<file path="src/rtl/mips16_mc_control.sv">
// Multi-cycle MIPS16 control FSM: steps each instruction through FETCH/DECODE/EXEC/MEM/WB and drives datapath strobes.
// Memory accesses wait on mem_ready with an optional timeout; hold freezes all state and zeroes every strobe.
module mips16_mc_control #(
   parameter int OPCODE_W    = 6,
   parameter int ALU_OP_W    = 3,
   parameter int MEM_TIMEOUT = 0,
   parameter int CNT_W       = 16
) (
   input  logic                clk,
   input  logic                reset,
   input  logic [OPCODE_W-1:0] opcode,
   input  logic                zero,
   input  logic                mem_ready,
   input  logic                hold,
   output logic                pc_write,
   output logic [1:0]          pc_src,
   output logic                ir_write,
   output logic                i_or_d,
   output logic                mem_read,
   output logic                mem_write,
   output logic                alu_src_a,
   output logic [1:0]          alu_src_b,
   output logic [ALU_OP_W-1:0] alu_op,
   output logic                reg_write,
   output logic [1:0]          reg_dst,
   output logic [1:0]          mem_to_reg,
   output logic                sign_or_zero,
   output logic                illegal,
   output logic                bus_error,
   output logic                retire,
   output logic [CNT_W-1:0]    retired_cnt,
   output logic [2:0]          state
);

   localparam logic [2:0] S_IDLE   = 3'd0;
   localparam logic [2:0] S_FETCH  = 3'd1;
   localparam logic [2:0] S_DECODE = 3'd2;
   localparam logic [2:0] S_EXEC   = 3'd3;
   localparam logic [2:0] S_MEM    = 3'd4;
   localparam logic [2:0] S_WB     = 3'd5;
   localparam logic [2:0] S_BRANCH = 3'd6;
   localparam logic [2:0] S_JUMP   = 3'd7;

   localparam logic [5:0] OP_R    = 6'b000000;
   localparam logic [5:0] OP_ADDI = 6'b001000;
   localparam logic [5:0] OP_LI   = 6'b011000;
   localparam logic [5:0] OP_SLTI = 6'b001010;
   localparam logic [5:0] OP_ANDI = 6'b001100;
   localparam logic [5:0] OP_ORI  = 6'b001101;
   localparam logic [5:0] OP_LW   = 6'b100011;
   localparam logic [5:0] OP_SW   = 6'b101011;
   localparam logic [5:0] OP_BEQ  = 6'b000100;
   localparam logic [5:0] OP_BNE  = 6'b000101;
   localparam logic [5:0] OP_J    = 6'b000010;
   localparam logic [5:0] OP_JAL  = 6'b000011;

   localparam int WAIT_W = (MEM_TIMEOUT > 0) ? $clog2(MEM_TIMEOUT + 1) : 1;

   logic [5:0]        opcode_q;
   logic [WAIT_W-1:0] wait_cnt;
   logic [2:0]        state_d;
   logic [2:0]        alu_op3;
   logic              op_hi_zero;
   logic              in_wait;
   logic              timeout;
   logic              is_r, is_lw, is_sw, is_beq, is_bne, is_jal;

   // Only opcode_q's low six bits are kept; illegal upper bits never reach EXEC.
   generate
      if (OPCODE_W > 6) begin : g_hi
         assign op_hi_zero = ~|opcode[OPCODE_W-1:6];
      end else begin : g_nohi
         assign op_hi_zero = 1'b1;
      end
   endgenerate

   assign is_r   = (opcode_q == OP_R);
   assign is_lw  = (opcode_q == OP_LW);
   assign is_sw  = (opcode_q == OP_SW);
   assign is_beq = (opcode_q == OP_BEQ);
   assign is_bne = (opcode_q == OP_BNE);
   assign is_jal = (opcode_q == OP_JAL);

   assign in_wait = ((state == S_FETCH) || (state == S_MEM)) && !mem_ready;
   assign timeout = (MEM_TIMEOUT != 0) && in_wait && (wait_cnt == WAIT_W'(MEM_TIMEOUT));

   assign sign_or_zero = 1'b1;
   assign bus_error    = timeout && !hold;
   assign alu_op       = ALU_OP_W'(alu_op3);

   always_comb begin
      state_d    = state;
      pc_write   = 1'b0;
      pc_src     = 2'b00;
      ir_write   = 1'b0;
      i_or_d     = 1'b0;
      mem_read   = 1'b0;
      mem_write  = 1'b0;
      alu_src_a  = 1'b0;
      alu_src_b  = 2'b00;
      alu_op3    = 3'b000;
      reg_write  = 1'b0;
      reg_dst    = 2'b00;
      mem_to_reg = 2'b00;
      illegal    = 1'b0;
      retire     = 1'b0;
      case (state)
         S_IDLE: state_d = S_FETCH;
         S_FETCH: begin
            mem_read  = 1'b1;
            alu_src_b = 2'b01;
            if (mem_ready) begin
               ir_write = 1'b1;
               pc_write = 1'b1;
               state_d  = S_DECODE;
            end
         end
         S_DECODE: begin
            state_d = S_FETCH;
            illegal = 1'b1;
            if (op_hi_zero) begin
               case (opcode[5:0])
                  OP_R, OP_ADDI, OP_LI, OP_SLTI, OP_ANDI, OP_ORI, OP_LW, OP_SW: begin
                     state_d = S_EXEC;
                     illegal = 1'b0;
                  end
                  OP_BEQ, OP_BNE: begin
                     state_d = S_BRANCH;
                     illegal = 1'b0;
                  end
                  OP_J, OP_JAL: begin
                     state_d = S_JUMP;
                     illegal = 1'b0;
                  end
                  default: ;
               endcase
            end
         end
         S_EXEC: begin
            alu_src_a = 1'b1;
            alu_src_b = is_r ? 2'b00 : 2'b10;
            case (opcode_q)
               OP_R:    alu_op3 = 3'b110;
               OP_SLTI: alu_op3 = 3'b101;
               OP_ANDI: alu_op3 = 3'b010;
               OP_ORI:  alu_op3 = 3'b011;
               default: alu_op3 = 3'b000;
            endcase
            state_d = (is_lw || is_sw) ? S_MEM : S_WB;
         end
         S_MEM: begin
            i_or_d    = 1'b1;
            mem_read  = is_lw;
            mem_write = is_sw;
            if (mem_ready) begin
               state_d = is_lw ? S_WB : S_FETCH;
               retire  = is_sw;
            end
         end
         S_WB: begin
            reg_write  = 1'b1;
            reg_dst    = is_r ? 2'b01 : 2'b00;
            mem_to_reg = is_lw ? 2'b01 : 2'b00;
            retire     = 1'b1;
            state_d    = S_FETCH;
         end
         S_BRANCH: begin
            alu_src_a = 1'b1;
            alu_op3   = 3'b001;
            pc_src    = 2'b01;
            pc_write  = (is_beq && zero) || (is_bne && !zero);
            retire    = 1'b1;
            state_d   = S_FETCH;
         end
         S_JUMP: begin
            pc_write = 1'b1;
            pc_src   = 2'b10;
            if (is_jal) begin
               reg_write  = 1'b1;
               reg_dst    = 2'b10;
               mem_to_reg = 2'b10;
            end
            retire  = 1'b1;
            state_d = S_FETCH;
         end
         default: state_d = S_IDLE;
      endcase

      // A timeout only fires while mem_ready is low, so retire is already 0 here.
      if (timeout) begin
         state_d   = S_FETCH;
         mem_read  = 1'b0;
         mem_write = 1'b0;
         ir_write  = 1'b0;
         pc_write  = 1'b0;
      end

      if (hold) begin
         state_d   = state;
         pc_write  = 1'b0;
         ir_write  = 1'b0;
         mem_read  = 1'b0;
         mem_write = 1'b0;
         reg_write = 1'b0;
         illegal   = 1'b0;
         retire    = 1'b0;
      end
   end

   always_ff @(posedge clk) begin
      if (reset) begin
         state       <= S_IDLE;
         opcode_q    <= '0;
         wait_cnt    <= '0;
         retired_cnt <= '0;
      end else if (!hold) begin
         state <= state_d;
         if (state == S_DECODE) opcode_q <= opcode[5:0];
         wait_cnt <= (in_wait && !timeout) ? wait_cnt + 1'b1 : '0;
         if (retire) retired_cnt <= retired_cnt + 1'b1;
      end
   end

endmodule

</file>
<file path="config.mk">
export PLATFORM = sky130hd
export DESIGN_NAME = mips16_mc_control
export DESIGN_NICKNAME = d
export VERILOG_FILES = /design/src/rtl/mips16_mc_control.sv
export SDC_FILE = /design/constraint.sdc
export NUM_CORES = 1
export LEC_CHECK = 0
export CELL_PAD_IN_SITES_DETAIL_PLACEMENT = 1
export CELL_PAD_IN_SITES_GLOBAL_PLACEMENT = 1
export CORE_ASPECT_RATIO = 1.1
export CORE_UTILIZATION = 33
export DETAILED_ROUTE_END_ITERATION = 16
export PLACE_DENSITY_LB_ADDON = 0.1
export RECOVER_POWER = 25
export SYNTH_ARGS = -nofsm -noshare
export SYNTH_HDL_FRONTEND = slang
export SYNTH_SLANG_ARGS = --single-unit
</file>
<file path="constraint.sdc">
create_clock -name clk -period 2.4 [get_ports clk]
set_clock_uncertainty 0.2 [all_clocks]
set_input_delay 0.6 -clock clk [delete_from_list [all_inputs] [get_ports clk]]
set_output_delay 0.6 -clock clk [all_outputs]
set_load 0.01 [all_outputs]
</file>
==> flow_metrics.tcl, run 1 <==
set metrics [dict create \
    grt.total_usage_pct 20.66 \
    setup_ws_ns -0.07180 \
    insertedDiodeCount 0 \
    drive_above_1_share_pct 38.71 \
    fin_util_pct 54.62 \
    period_share_pct 103.0 \
    routedWlPerCell_um 15.56 \
    cp.required_ns 1.60 \
    power.density_mw_per_mm2 331.9 \
    place.gp.congestion 0.8531 \
    cts_buffer_depth 2 \
    maxSlewViolCount 0 \
    p_leak_nw 1.081 \
    grt_antenna_before_repair 0 \
    setup_violations 4 \
    rows 26 \
    ys_seq_elements 25 \
    cp-end-kind "output pin" \
    post-synth-top-count-cell "nor2_1" \
    place_inst 325 \
    netlist_top_cells_area "dfxtp_1, xnor2_1, nor2_1, mux2i_1, nor3_2" \
    ir_drop_v 0.0002850 \
    synth_top_area_share_pct 30.58 \
    ys_types 49 \
    wl_um 5212 \
    ant_nets 0 \
    nets 292 \
    post-dp-hpwl_um 3754 \
    grt_pass1_wl_um 8680 \
    drc 0 \
    hold_class "reg -> reg" \
    pre_cts_slack_ns -0.8761 \
    ys_warn_count 0 \
    critPathSlowestCell "a211o_1" \
    grt_max_degree 26 \
    grt_pass1_vias 1782 \
    slowest_delay_ns 0.30 \
    path_cells "clkdlybuf4s25_1 -> a31o_4 -> a211o_1 -> nor2b_1 -> buf_2" \
    cts_sinks 25 \
    violations "setup timing" \
    io_buffers 49 \
    numCtsBuffers 3 \
    drt_iter0_drc 39 \
    synthArstFlopShare_pct 0 \
    cts_max_level 1 \
    grt.overflow.total 0 \
    area_growth_pct 57.42 \
    yosys.area.top_type "dfxtp_1" \
    worst-path-max-fanout 2 \
    syn_area_per_cell_um2 8.393 \
    status "complete, but fails checks" \
    synth_edf_count 0 \
    ys_seq_area_share_pct 30.58 \
    worstHoldPathCells 2 \
    core_mm2 0.004717 \
    synth.top_cells.by_count "nor2_1, dfxtp_1, xnor2_1" \
    clock_latency_ns 0.28 \
    rsz0062_at_grt "yes" \
    die_area_mm2 0.005245 \
    fp.dieW_um 69.15 \
    synthesis.instances 195 \
    placed_area_mm2 0.002407 \
    root_buffer "clkbuf_8" \
    critPathKind "in -> out" \
    io_pins 52 \
    syn_nets 207 \
    clk_pin_slew_worst_paths_ns 0.09 \
    startpoint_type "input port" \
    start_util_pct 34.69 \
    finalCriticalPeriod_ns 2.472 \
    ys.flop_type "dfxtp_1" \
    viasPerCell 5.101 \
    finalPower_mw 0.8549 \
    finalSetupTns_ns -0.1800 \
    synth_area_mm2 0.001637 \
    fmax_ghz 0.4046 \
    drtPass1Iterations 4 \
    timing.hold.ws_ns 0.3345 \
    arrival_ns 1.67 \
    hold_viol 0 \
    cap_violations 0 \
    chipHeight_um 75.86 \
    final_cells 335 \
    cts_tree "yes" \
    ff2ff_setup_slack_ns 0.22 \
    reg2regPathDepth 7 \
    design_area_mm2 0.002576 \
    vias 1709 \
]
==> power breakdown <==
| part | switching [mW] | total (mW) | internal [mW] | leakage (nW) |
|---|---|---|---|---|
| combinational | 0.0879 | 0.175 | 0.0866 | 0.853 |
| sequential | 0.00319 | 0.422 | 0.419 | 0.205 |
| clock | 0.139 | 0.259 | 0.119 | 0.0228 |
==> state kept, by name, summed over array words and instances (netlist names) <==
name / cells
opcode_q: 6
state: 3
retired_cnt: 16
==> routing by layer <==
metal	track usage (%)	vias up	routed length (um)
li1	-	845	-
met1	24.84	823	2286
met2	38.51	36	2719
met3	2.646	5	147
met4	7.256	0	59
met5	0	-	0
==> cells by family after synthesis <==
kind of cell / synth area share, %
AOI/OAI and AO/OA: 8.716
xor gates and xnor gates: 9.633
adders and majority gates: 0.7644
buffers and inverters: 6.651
DFF: 30.58
muxes: 3.670
other: 0.4589
and+or+nand+nor: 39.53
==> cell usage in the layout (no fill, tap or decap), types with 2 or more instances in the layout <==
| master | synthesis | final |
|---|---|---|
| nor2b_4 | 0 | 2 |
| nor2_4 | 0 | 2 |
| clkbuf_2 | 0 | 5 |
| and4_1 | 2 | 2 |
| and4b_1 | 2 | 2 |
| a21oi_1 | 9 | 8 |
| inv_1 | 3 | 2 |
| conb_1 | 2 | 2 |
| nand4_1 | 2 | 2 |
| mux2i_1 | 6 | 6 |
| and2_1 | 2 | 2 |
| xor2_1 | 4 | 3 |
| clkdlybuf4s15_1 | 0 | 2 |
| xnor2_1 | 14 | 14 |
| and3_1 | 3 | 3 |
| or3_4 | 0 | 2 |
| clkdlybuf4s50_1 | 0 | 20 |
| dfxtp_1 | 25 | 18 |
| nor2_2 | 1 | 2 |
| buf_2 | 3 | 9 |
| o21ai_0 | 4 | 4 |
| dlygate4sd2_1 | 0 | 8 |
| buf_6 | 2 | 6 |
| nor3_1 | 5 | 4 |
| nor3_2 | 6 | 7 |
| clkbuf_8 | 0 | 3 |
| nor2_1 | 31 | 28 |
| nand3_1 | 5 | 5 |
| nor4b_2 | 3 | 4 |
| clkdlybuf4s15_2 | 0 | 2 |
| dfxtp_2 | 0 | 7 |
| nand2_1 | 12 | 12 |
| clkbuf_1 | 6 | 2 |
| buf_4 | 5 | 39 |
| nand4b_1 | 2 | 2 |
| nor3b_1 | 2 | 4 |
| nor4_1 | 5 | 3 |
==> cell type report <==
class                   count  area (um2)
clock buffers               4       45.04
flip-flops and latches     25       509.2
multi-input cells         151        1146
well taps                  56       70.07
repair buffers             96       792.0
fillers                   556        2141
inverters                   3       13.76
==> worst max-delay path, delay by kind of cell <==
family / cells / cell delay, ns
AOI/OAI and AO/OA: 2 / 0.54
buffers and inverters: 2 / 0.41
and+or+nand+nor: 1 / 0.12
==> final timing paths <==
check / startpoint / end
setup / recovery: opcode[1] / illegal
hold / removal: retired_cnt[15] / retired_cnt[15]
setup reg to reg: opcode_q[3] / retired_cnt[14]
hold reg to reg: retired_cnt[15] / retired_cnt[15]
==> repair_timing <==
item,in CTS,in global routing
gates resized for setup,104,20
buffers inserted,2,4
pin swaps,6,6
setup endpoints to repair,20,14
hold buffers,0,0
Note: power is estimated with default switching activity, not from simulation.
==> inputs of run 2 (changes only) <==
--- a/config.mk
+++ b/config.mk
@@ -10,8 +10,10 @@
 export CORE_ASPECT_RATIO = 1.1
 export CORE_UTILIZATION = 33
 export DETAILED_ROUTE_END_ITERATION = 16
+export MAX_ROUTING_LAYER = met4
 export PLACE_DENSITY_LB_ADDON = 0.1
 export RECOVER_POWER = 25
+export REMOVE_ABC_BUFFERS = 1
 export SYNTH_ARGS = -nofsm -noshare
 export SYNTH_HDL_FRONTEND = slang
 export SYNTH_SLANG_ARGS = --single-unit
==> run 2 against run 1 <==
Routed wire length grew 7.5%. The flow still finishes with violations (setup timing). Final cell count is 2.1% higher. Count of clock-buffer cells in the layout fell by 1. Register-to-register slack improved by 0.06 ns. Highest routed layer unchanged. Global-route usage increased by 1.4 points. Combinational power is essentially flat. Via count increased by 1.7%. Critical endpoint is now reg_write. Non-clock buffer count is 7 higher. Utilization increased by 0.72 points. First-iteration DRC count grew 15%. Power hardly changed.
==> flow_metrics.tcl, run 2 (synthesis results as in run 1) <==
set metrics [dict create \
    maxSlewViolCount 0 \
    drc 0 \
    largest_register "retired_cnt" \
    largest_reg_flops 16 \
    clk_pin_slew_worst_paths_ns 0.09 \
    grt_pass1_wl_um 8825 \
    cts_buffer_depth 2 \
    nets 299 \
    grt_max_degree 17 \
    cp-end-kind "output pin" \
    start_util_pct 34.69 \
    grt.overflow.total 0 \
    startpoint_type "register" \
    drtPass1Iterations 4 \
    final_common_cell "buf_4" \
    critPathKind "reg -> out" \
    ir_drop_v 0.0001921 \
    p_leak_nw 1.104 \
    chipHeight_um 75.86 \
    period_share_pct 103.0 \
    insertedDiodeCount 0 \
    io_pins 52 \
    area_growth_pct 59.48 \
    cts_tree "yes" \
    core_mm2 0.004717 \
    power.density_mw_per_mm2 327.6 \
    drive_above_1_share_pct 41.96 \
    rows 26 \
    setup_violations 5 \
    status "complete, but fails checks" \
    fp.dieW_um 69.15 \
    worst-path-max-fanout 4 \
    wl_um 5604 \
    ff2ff_setup_slack_ns 0.28 \
    cap_violations 0 \
    drt_iter0_drc 45 \
    grt.total_usage_pct 22.04 \
    cp.required_ns 1.60 \
    top_regs "retired_cnt (16), opcode_q (6), state (3)" \
    pre_cts_slack_ns -0.8187 \
    cts_sinks 25 \
    grt_pass1_vias 1841 \
    crit_family "simple AND/OR/NAND/NOR gates" \
    finalCriticalPeriod_ns 2.473 \
    placed_area_mm2 0.002445 \
    critPathSlowestCell "or3_4" \
    clock_latency_ns 0.27 \
    ant_nets 0 \
    path_cells "or3_4 -> or3_4 -> a21oi_2 -> buf_2" \
    crit_top_cell "or3_4" \
    hold_class "reg -> reg" \
    rsz0062_at_grt "yes" \
    routedWlPerCell_um 16.39 \
    setup_ws_ns -0.07279 \
    hold_viol 0 \
    design_area_mm2 0.002610 \
    violations "setup timing" \
    slowest_delay_ns 0.41 \
    viasPerCell 5.082 \
    vias 1738 \
    fmax_ghz 0.4044 \
    grt_antenna_before_repair 0 \
    numCtsBuffers 3 \
    timing.hold.ws_ns 0.3470 \
    fillers 574 \
    arrival_ns 1.67 \
    path_buf_inv 1 \
    layout_common_cells "buf_4, nor2_1, clkdlybuf4s50_1, dfxtp_1, xnor2_1" \
    die_area_mm2 0.005245 \
    io_buffers 49 \
    root_buffer "clkbuf_8" \
    place.gp.congestion 0.7838 \
    post-dp-hpwl_um 4207 \
    cts_max_level 1 \
]
run 2: cell count changes in the layout (fill, tap and decap cells not counted), sizes merged:
cell,change
buf,+11
clkdlybuf4s15,-3
clkbuf,-2
dlygate4sd2,+2
clkdlybuf4s25,-1
clkinv,+1
dlymetal6s2s,-1
run 2: repair_timing:
action,4_1_cts,5_1_grt
gates cloned,1,0
hold buffers,0,0
setup endpoints to repair,20,12
resized for setup,115,20
pin swaps,8,11
buffers inserted,4,3
run 2: worst reg2reg max path, stage by stage, from the launching register on:
cell	delay, ns
dfxtp_1	0.34
buf_4	0.19
nand4b_1	0.14
o21a_4	0.22
clkbuf_2	0.28
nor4_1	0.41
xnor2_1	0.17
nor2_1	0.05
run 2: metal layers:
layer,GRT usage [%],up-vias,share of wire [%]
met4,8.390,0,0.82
met3,3.571,6,2.6
met1,22.37,836,42
met2,43.15,38,55
met5,-,-,0
li1,-,858,-
run 2: through the flow:
stage	util (%)	TNS [ns]	std cells	power, mW
floorplan	-	0	179	0.4899
global placement	51.83	-5.335	330	0.5888
detailed placement	51.83	-6.055	330	0.5948
CTS	55.41	-0.3230	339	0.8700
global route	55.33	-0.7970	342	0.8992
finish	55.33	-0.2081	342	0.8551
run 2: path summary, 6_finish.rpt:
path,start,endpoint,depth (start not counted)
hold / removal,retired_cnt[15],retired_cnt[15],2
setup reg to reg,opcode_q[3],retired_cnt[14],7
setup / recovery,opcode_q[4],reg_write,4
hold reg to reg,retired_cnt[15],retired_cnt[15],2
run 2: cell type report:
type / instances / area, um2 / share of cell area, %
sequential: 25 / 515.5 / 19.75
multi-input combinational: 151 / 1151 / 44.10
clock inverter: 1 / 5.005 / 0.1918
tap: 56 / 70.07 / 2.685
clock buffer: 3 / 41.29 / 1.582
timing repair buffer: 103 / 813.3 / 31.16
inverter: 3 / 13.76 / 0.5273
run 2: power breakdown:
group	switching [mW]	leakage, nW	internal, mW	total, mW
sequential	0.00408	0.206	0.417	0.421
clock	0.143	0.0255	0.116	0.259
combinational	0.0894	0.873	0.0848	0.174
==> inputs of run 3 (changes only) <==
--- a/config.mk
+++ b/config.mk
@@ -10,10 +10,12 @@
 export CORE_ASPECT_RATIO = 1.1
 export CORE_UTILIZATION = 33
 export DETAILED_ROUTE_END_ITERATION = 16
+export GPL_TIMING_DRIVEN = 0
 export MAX_ROUTING_LAYER = met4
 export PLACE_DENSITY_LB_ADDON = 0.1
 export RECOVER_POWER = 25
 export REMOVE_ABC_BUFFERS = 1
+export SETUP_SLACK_MARGIN = 0.2
 export SYNTH_ARGS = -nofsm -noshare
 export SYNTH_HDL_FRONTEND = slang
 export SYNTH_SLANG_ARGS = --single-unit
==> run 3 against run 2 <==
The flow still finishes with violations (setup timing). Worst hold slack lost 0.014 ns. Critical path depth is the same. Combinational power shrank 5%. Fmax shrank 0.71%. Utilization shrank 3.6 points. Via count shrank 4.9%. Final cell count shrank 9.4%. Register-to-register slack gained 0.05 ns. Sequential cell count is the same. First-iteration DRC count shrank 20%. Die area is the same. Largest cell class unchanged.
==> flow_metrics.tcl, run 3 (synthesis results as in run 1) <==
set metrics [dict create \
    drt_iter0_drc 36 \
    pwr-share-clk_pct 30.5 \
    grt_max_degree 26 \
    worstMarginPinSlew_ns 1.120 \
    final_common_cell "nor2_1" \
    finalPower_mw 0.8376 \
    drive_above_1_share_pct 39.37 \
    grt_antenna_before_repair 0 \
    critPathSlowestCell "or3_4" \
    fmax_ghz 0.4015 \
    maxSlewViolCount 0 \
    largest_register "retired_cnt" \
    startpoint_type "register" \
    setup_ws_ns -0.09059 \
    arrival_ns 1.69 \
    finalSetupTns_ns -0.3662 \
    grt_pass1_vias 1702 \
    internal_power_mw 0.6025 \
    vias 1652 \
    insertedDiodeCount 0 \
    crit_top_cell "or3_4" \
    hold_viol 0 \
    chipHeight_um 75.86 \
    clk_pin_slew_worst_paths_ns 0.10 \
    cp.required_ns 1.60 \
    largest_reg_flops 16 \
    io_pins 52 \
    place.gp.congestion 0.7590 \
    use_met1_pct 22.24 \
    grt.total_usage_pct 20.81 \
    violations "setup timing" \
    top_regs "retired_cnt (16), opcode_q (6), state (3)" \
    p_seq_share_pct 49.7 \
    routedWlPerCell_um 16.95 \
    design_area_mm2 0.002442 \
    critPathKind "reg -> out" \
    layout_common_cells "nor2_1, clkdlybuf4s50_1, dfxtp_1, xnor2_1, buf_4" \
    grt.overflow.total 0 \
    numCtsBuffers 3 \
    slowest_delay_ns 0.42 \
    comb_power_share_pct 19.8 \
    wl_um 5254 \
    clock_latency_ns 0.27 \
    post-dp-hpwl_um 3313 \
    setup_violations 6 \
    hold_class "reg -> reg" \
    root_buffer "clkbuf_8" \
    rsz0062_at_grt "yes" \
    use_met3_pct 2.778 \
    fp.dieW_um 69.15 \
    fillers 535 \
    top_usage_layer "met2" \
    ctsHoldBuffers 0 \
    io_buffers 49 \
    ant_nets 0 \
    final_cells 310 \
    placed_area_mm2 0.002100 \
    drtPass1Iterations 4 \
    drc 0 \
    finalCriticalPeriod_ns 2.491 \
    core_mm2 0.004717 \
    cp-end-kind "output pin" \
    power.density_mw_per_mm2 343.0 \
    start_util_pct 34.69 \
    ir_drop_v 0.0001812 \
    ff2ff_setup_slack_ns 0.33 \
    switching_power_mw 0.2351 \
    grt_pass1_wl_um 8424 \
    swShare_pct 28.07 \
    period_share_pct 103.8 \
    rows 26 \
    cts_max_level 1 \
    place_inst 284 \
    cts_tree "yes" \
    area_growth_pct 49.24 \
    nets 267 \
    path_cells "or3_4 -> or3_4 -> a21oi_2 -> buf_2" \
    timing.hold.ws_ns 0.3334 \
    viasPerCell 5.329 \
    die_area_mm2 0.005245 \
    cts_sinks 25 \
    p_leak_nw 1.004 \
    cts_buffer_depth 2 \
    slew_headroom_pct 25.34 \
    status "complete, but fails checks" \
    cap_violations 0 \
    worst-path-max-fanout 3 \
    grt_util_met2_pct 41.75 \
]
run 3: through the flow:
step / utilization, % / setup WS, ns
finish: 51.78 / -0.09059
global route: 51.78 / -0.1623
CTS: 50.82 / -0.09479
detailed placement: 44.51 / -1.067
global placement: 44.51 / -1.045
floorplan: - / 0.02072
run 3: what timing repair did:
action | in CTS | in global routing
setup endpoints to repair | 41 | 21
resized for setup | 141 | 23
pin swaps | 15 | 5
hold endpoints to repair | 0 | 0
cloned | 0 | 0
setup buffers | 21 | 1
run 3: critical path, delay by kind of cell, from the launching register on:
kind	cells	cell delay [ns]
DFF	1	0.36
AOI/OAI and AO/OA	1	0.13
buffers and inverters	1	0.14
and+or+nand+nor	2	0.79
run 3: metal layers:
layer	wire, um	vias to the layer above
li1	-	795
met1	2061	815
met2	2973	38
met3	168	4
met4	51	0
met5	0	-
run 3: worst paths after layout:
check	cells past startpoint	endpoint	start
setup reg to reg	7	retired_cnt[14]	opcode_q[2]
hold reg to reg	2	retired_cnt[15]	retired_cnt[15]
setup / recovery	4	reg_write	opcode_q[3]
hold / removal	2	retired_cnt[15]	retired_cnt[15]
run 3: power by group through the flow:
stage / logic [mW] / clock network [mW] / registers [mW]
final: 0.166 / 0.255 / 0.416
after global routing: 0.178 / 0.281 / 0.416
after CTS: 0.155 / 0.262 / 0.415
after detailed placement: 0.110 / 0 / 0.441
after global placement: 0.107 / 0 / 0.441
after floorplan: 0.0518 / 0 / 0.438
run 3: final cells by class:
| type | count | area, um2 | area share [%] |
|---|---|---|---|
| timing repair buffer | 71 | 588.1 | 24.08 |
| clock inverter | 1 | 5.005 | 0.2049 |
| sequential | 25 | 531.8 | 21.77 |
| inverter | 3 | 13.76 | 0.5635 |
| multi-input combinational | 151 | 1192 | 48.82 |
| clock buffer | 3 | 41.29 | 1.691 |
| tap | 56 | 70.07 | 2.869 |
==> RTL edit: new RTL, settings of run 1 <==
Put one more register stage on the output `retired_cnt`, cleared by the reset. The value now appears one clock later. The other outputs are not delayed to match.
--- a/src/rtl/mips16_mc_control.sv
+++ b/src/rtl/mips16_mc_control.sv
@@ -56,6 +56,8 @@
 
    localparam int WAIT_W = (MEM_TIMEOUT > 0) ? $clog2(MEM_TIMEOUT + 1) : 1;
 
+   logic [CNT_W-1:0] retired_cnt_s0;
+
    logic [5:0]        opcode_q;
    logic [WAIT_W-1:0] wait_cnt;
    logic [2:0]        state_d;
@@ -212,14 +214,22 @@
          state       <= S_IDLE;
          opcode_q    <= '0;
          wait_cnt    <= '0;
-         retired_cnt <= '0;
+         retired_cnt_s0 <= '0;
       end else if (!hold) begin
          state <= state_d;
          if (state == S_DECODE) opcode_q <= opcode[5:0];
          wait_cnt <= (in_wait && !timeout) ? wait_cnt + 1'b1 : '0;
-         if (retire) retired_cnt <= retired_cnt + 1'b1;
+         if (retire) retired_cnt_s0 <= retired_cnt_s0 + 1'b1;
       end
    end
 
+   always_ff @(posedge clk) begin
+      if (reset) begin
+         retired_cnt <= '0;
+      end else begin
+         retired_cnt <= retired_cnt_s0;
+      end
+   end
+
 endmodule
 
Behaviour: not the same (a bounded check fails within 10 cycles, from zero or initial values and one cycle with reset high).
==> RTL edit against run 1 <==
The run still ends with setup timing left. Fmax shrank 1.5%. Design area grew 20%. Sequential cell count rose by 16. Non-clock buffer count stayed put. Total power increased by 66%. Synthesized area is 24% higher. Setup slack lost 0.037 ns. Wire length increased by 5.3%. Largest cell class unchanged. Largest power group unchanged.
==> RTL edit: results <==
set metrics [dict create \
    firstDrtPassIters 4 \
    cts_buffers 5 \
    vdd_ir_drop_max_uv 327 \
    violations "setup timing" \
    setup-tns-final_ns -0.242 \
    grt_pass1_wl_um 8920 \
    reg_top3 "retired_cnt: 16 flops, retired_cnt_s0: 16 flops, opcode_q: 6 flops" \
    hold_class "flop to flop" \
    grt_usage_pct 17.1 \
    num-fill-cells 696 \
    p_leak_nw 1.33 \
    clk_latency_ns 0.28 \
    syn-num-nets 238 \
    grt_antenna_before_repair 0 \
    yosysSeqAreaShare_pct 40.3 \
    async_flop_share_pct 0 \
    fin_ws_ns -0.108 \
    r2r_cells 7 \
    pre_cts_ws_ns -0.820 \
    crit_path_max_fanout 3 \
    synth_area_leaders "dfxtp_1 40%, nor2_1 6.3%, nor2b_1 5.2%" \
    place_hpwl_um 3860 \
    drive_above_1_share_pct 35.8 \
    synth.distinct_cells 49 \
    met2_usage_pct 31.4 \
    setup_violations 6 \
    grt_use_met1_pct 19.9 \
    io_buffer_count 49 \
    arrival_ns 1.71 \
    drt-initial-drc-count 36 \
    grt_max_degree 24 \
    yosysWarnings 0 \
    wl_per_cell_um 14.1 \
    grt_pass1_vias 1846 \
    viasPerCell 4.79 \
    fin_nets 324 \
    cts_max_level 2 \
    synth_ff_type "dfxtp_1" \
    clk_path_buf_depth 2 \
    outcome "complete, but fails checks" \
    met3_usage_pct 3.37 \
    synthTopCellsByCount "41 x dfxtp_1, 34 x nor2_1, 17 x nor2b_1" \
    hold_depth 1 \
    antennaDiodeCount 0 \
    gp_congestion 0.751 \
    root_buffer "clkbuf_8" \
]
-- RTL edit: cell types whose count changed after synthesis, sizes merged, moves of 3 or more --
cell / before / now
nor2b: 4 / 17
nor4: 5 / 10
nand2b: 2 / 6
dfxtp: 25 / 41
nand2: 12 / 9
xnor2: 14 / 11
-- RTL edit: logic make-up (layout without fill, tap and decap cells) --
kind of cell               count (synthesis)  after routing  synth area share, %
AOI/OAI and AO/OA                         20             20                 6.33
xor gates and xnor gates                  16             16                 6.88
adders and majority gates                  1              1                0.615
buffers and inverters                     19            106                 5.10
DFF                                       41             41                 40.3
muxes                                      9              9                 4.55
other                                      2              2                0.369
and+or+nand+nor                          118            118                 35.8
-- RTL edit: cell type report --
cell class / instances / area (um^2) / share of cell area, %
sequential: 41 / 831 / 26.8
inverter: 2 / 7.51 / 0.242
multi-input combinational: 166 / 1240 / 40.0
tap: 77 / 96.3 / 3.11
clock inverter: 1 / 30.0 / 0.969
clock buffer: 7 / 86.3 / 2.79
timing repair buffer: 96 / 808 / 26.1
-- RTL edit: path summary, 6_finish.rpt --
path,start,slack (ns),endpoint
hold reg to reg,retired_cnt_s0[15],0.29,retired_cnt[15]
hold / removal,retired_cnt_s0[15],0.29,retired_cnt[15]
setup reg to reg,opcode_q[4],0.29,retired_cnt_s0[13]
setup / recovery,opcode_q[2],-0.11,mem_read
-- RTL edit: power breakdown --
part           internal (W)  switching [W]
registers          0.000684     0.00000427
clock network      0.000339       0.000223
logic             0.0000792      0.0000866
-- RTL edit: routing by layer --
layer  vias up  routed length (um)
met5         -                   0
met3         2                 190
met2        33                3020
met1       890                2240
met4         0                  35
li1        944                   -
-- RTL edit: timing repair --
item / CTS / global route
setup endpoints to repair: 24 / 15
gates resized for setup: 75 / 46
endpoints found under the hold margin: 0 / 0
pin swaps: 5 / 10
buffers inserted: 1 / 3
-- RTL edit: critical path, stage by stage (launching register included) --
cell      delay (ns)
dfxtp_2         0.32
nand3b_4        0.15
or3b_4          0.42
buf_6           0.14
nor4_4          0.11
nor2_1          0.06
nor2_1          0.10
buf_2           0.13
-- RTL edit: per-stage QoR --
step	utilization (%)	cells	cell area, um^2
CTS	51.8	387	3030
global placement	48.9	378	2860
global route	53.1	390	3100
floorplan	-	226	2040
finish	53.1	390	3100
detailed placement	48.9	378	2860
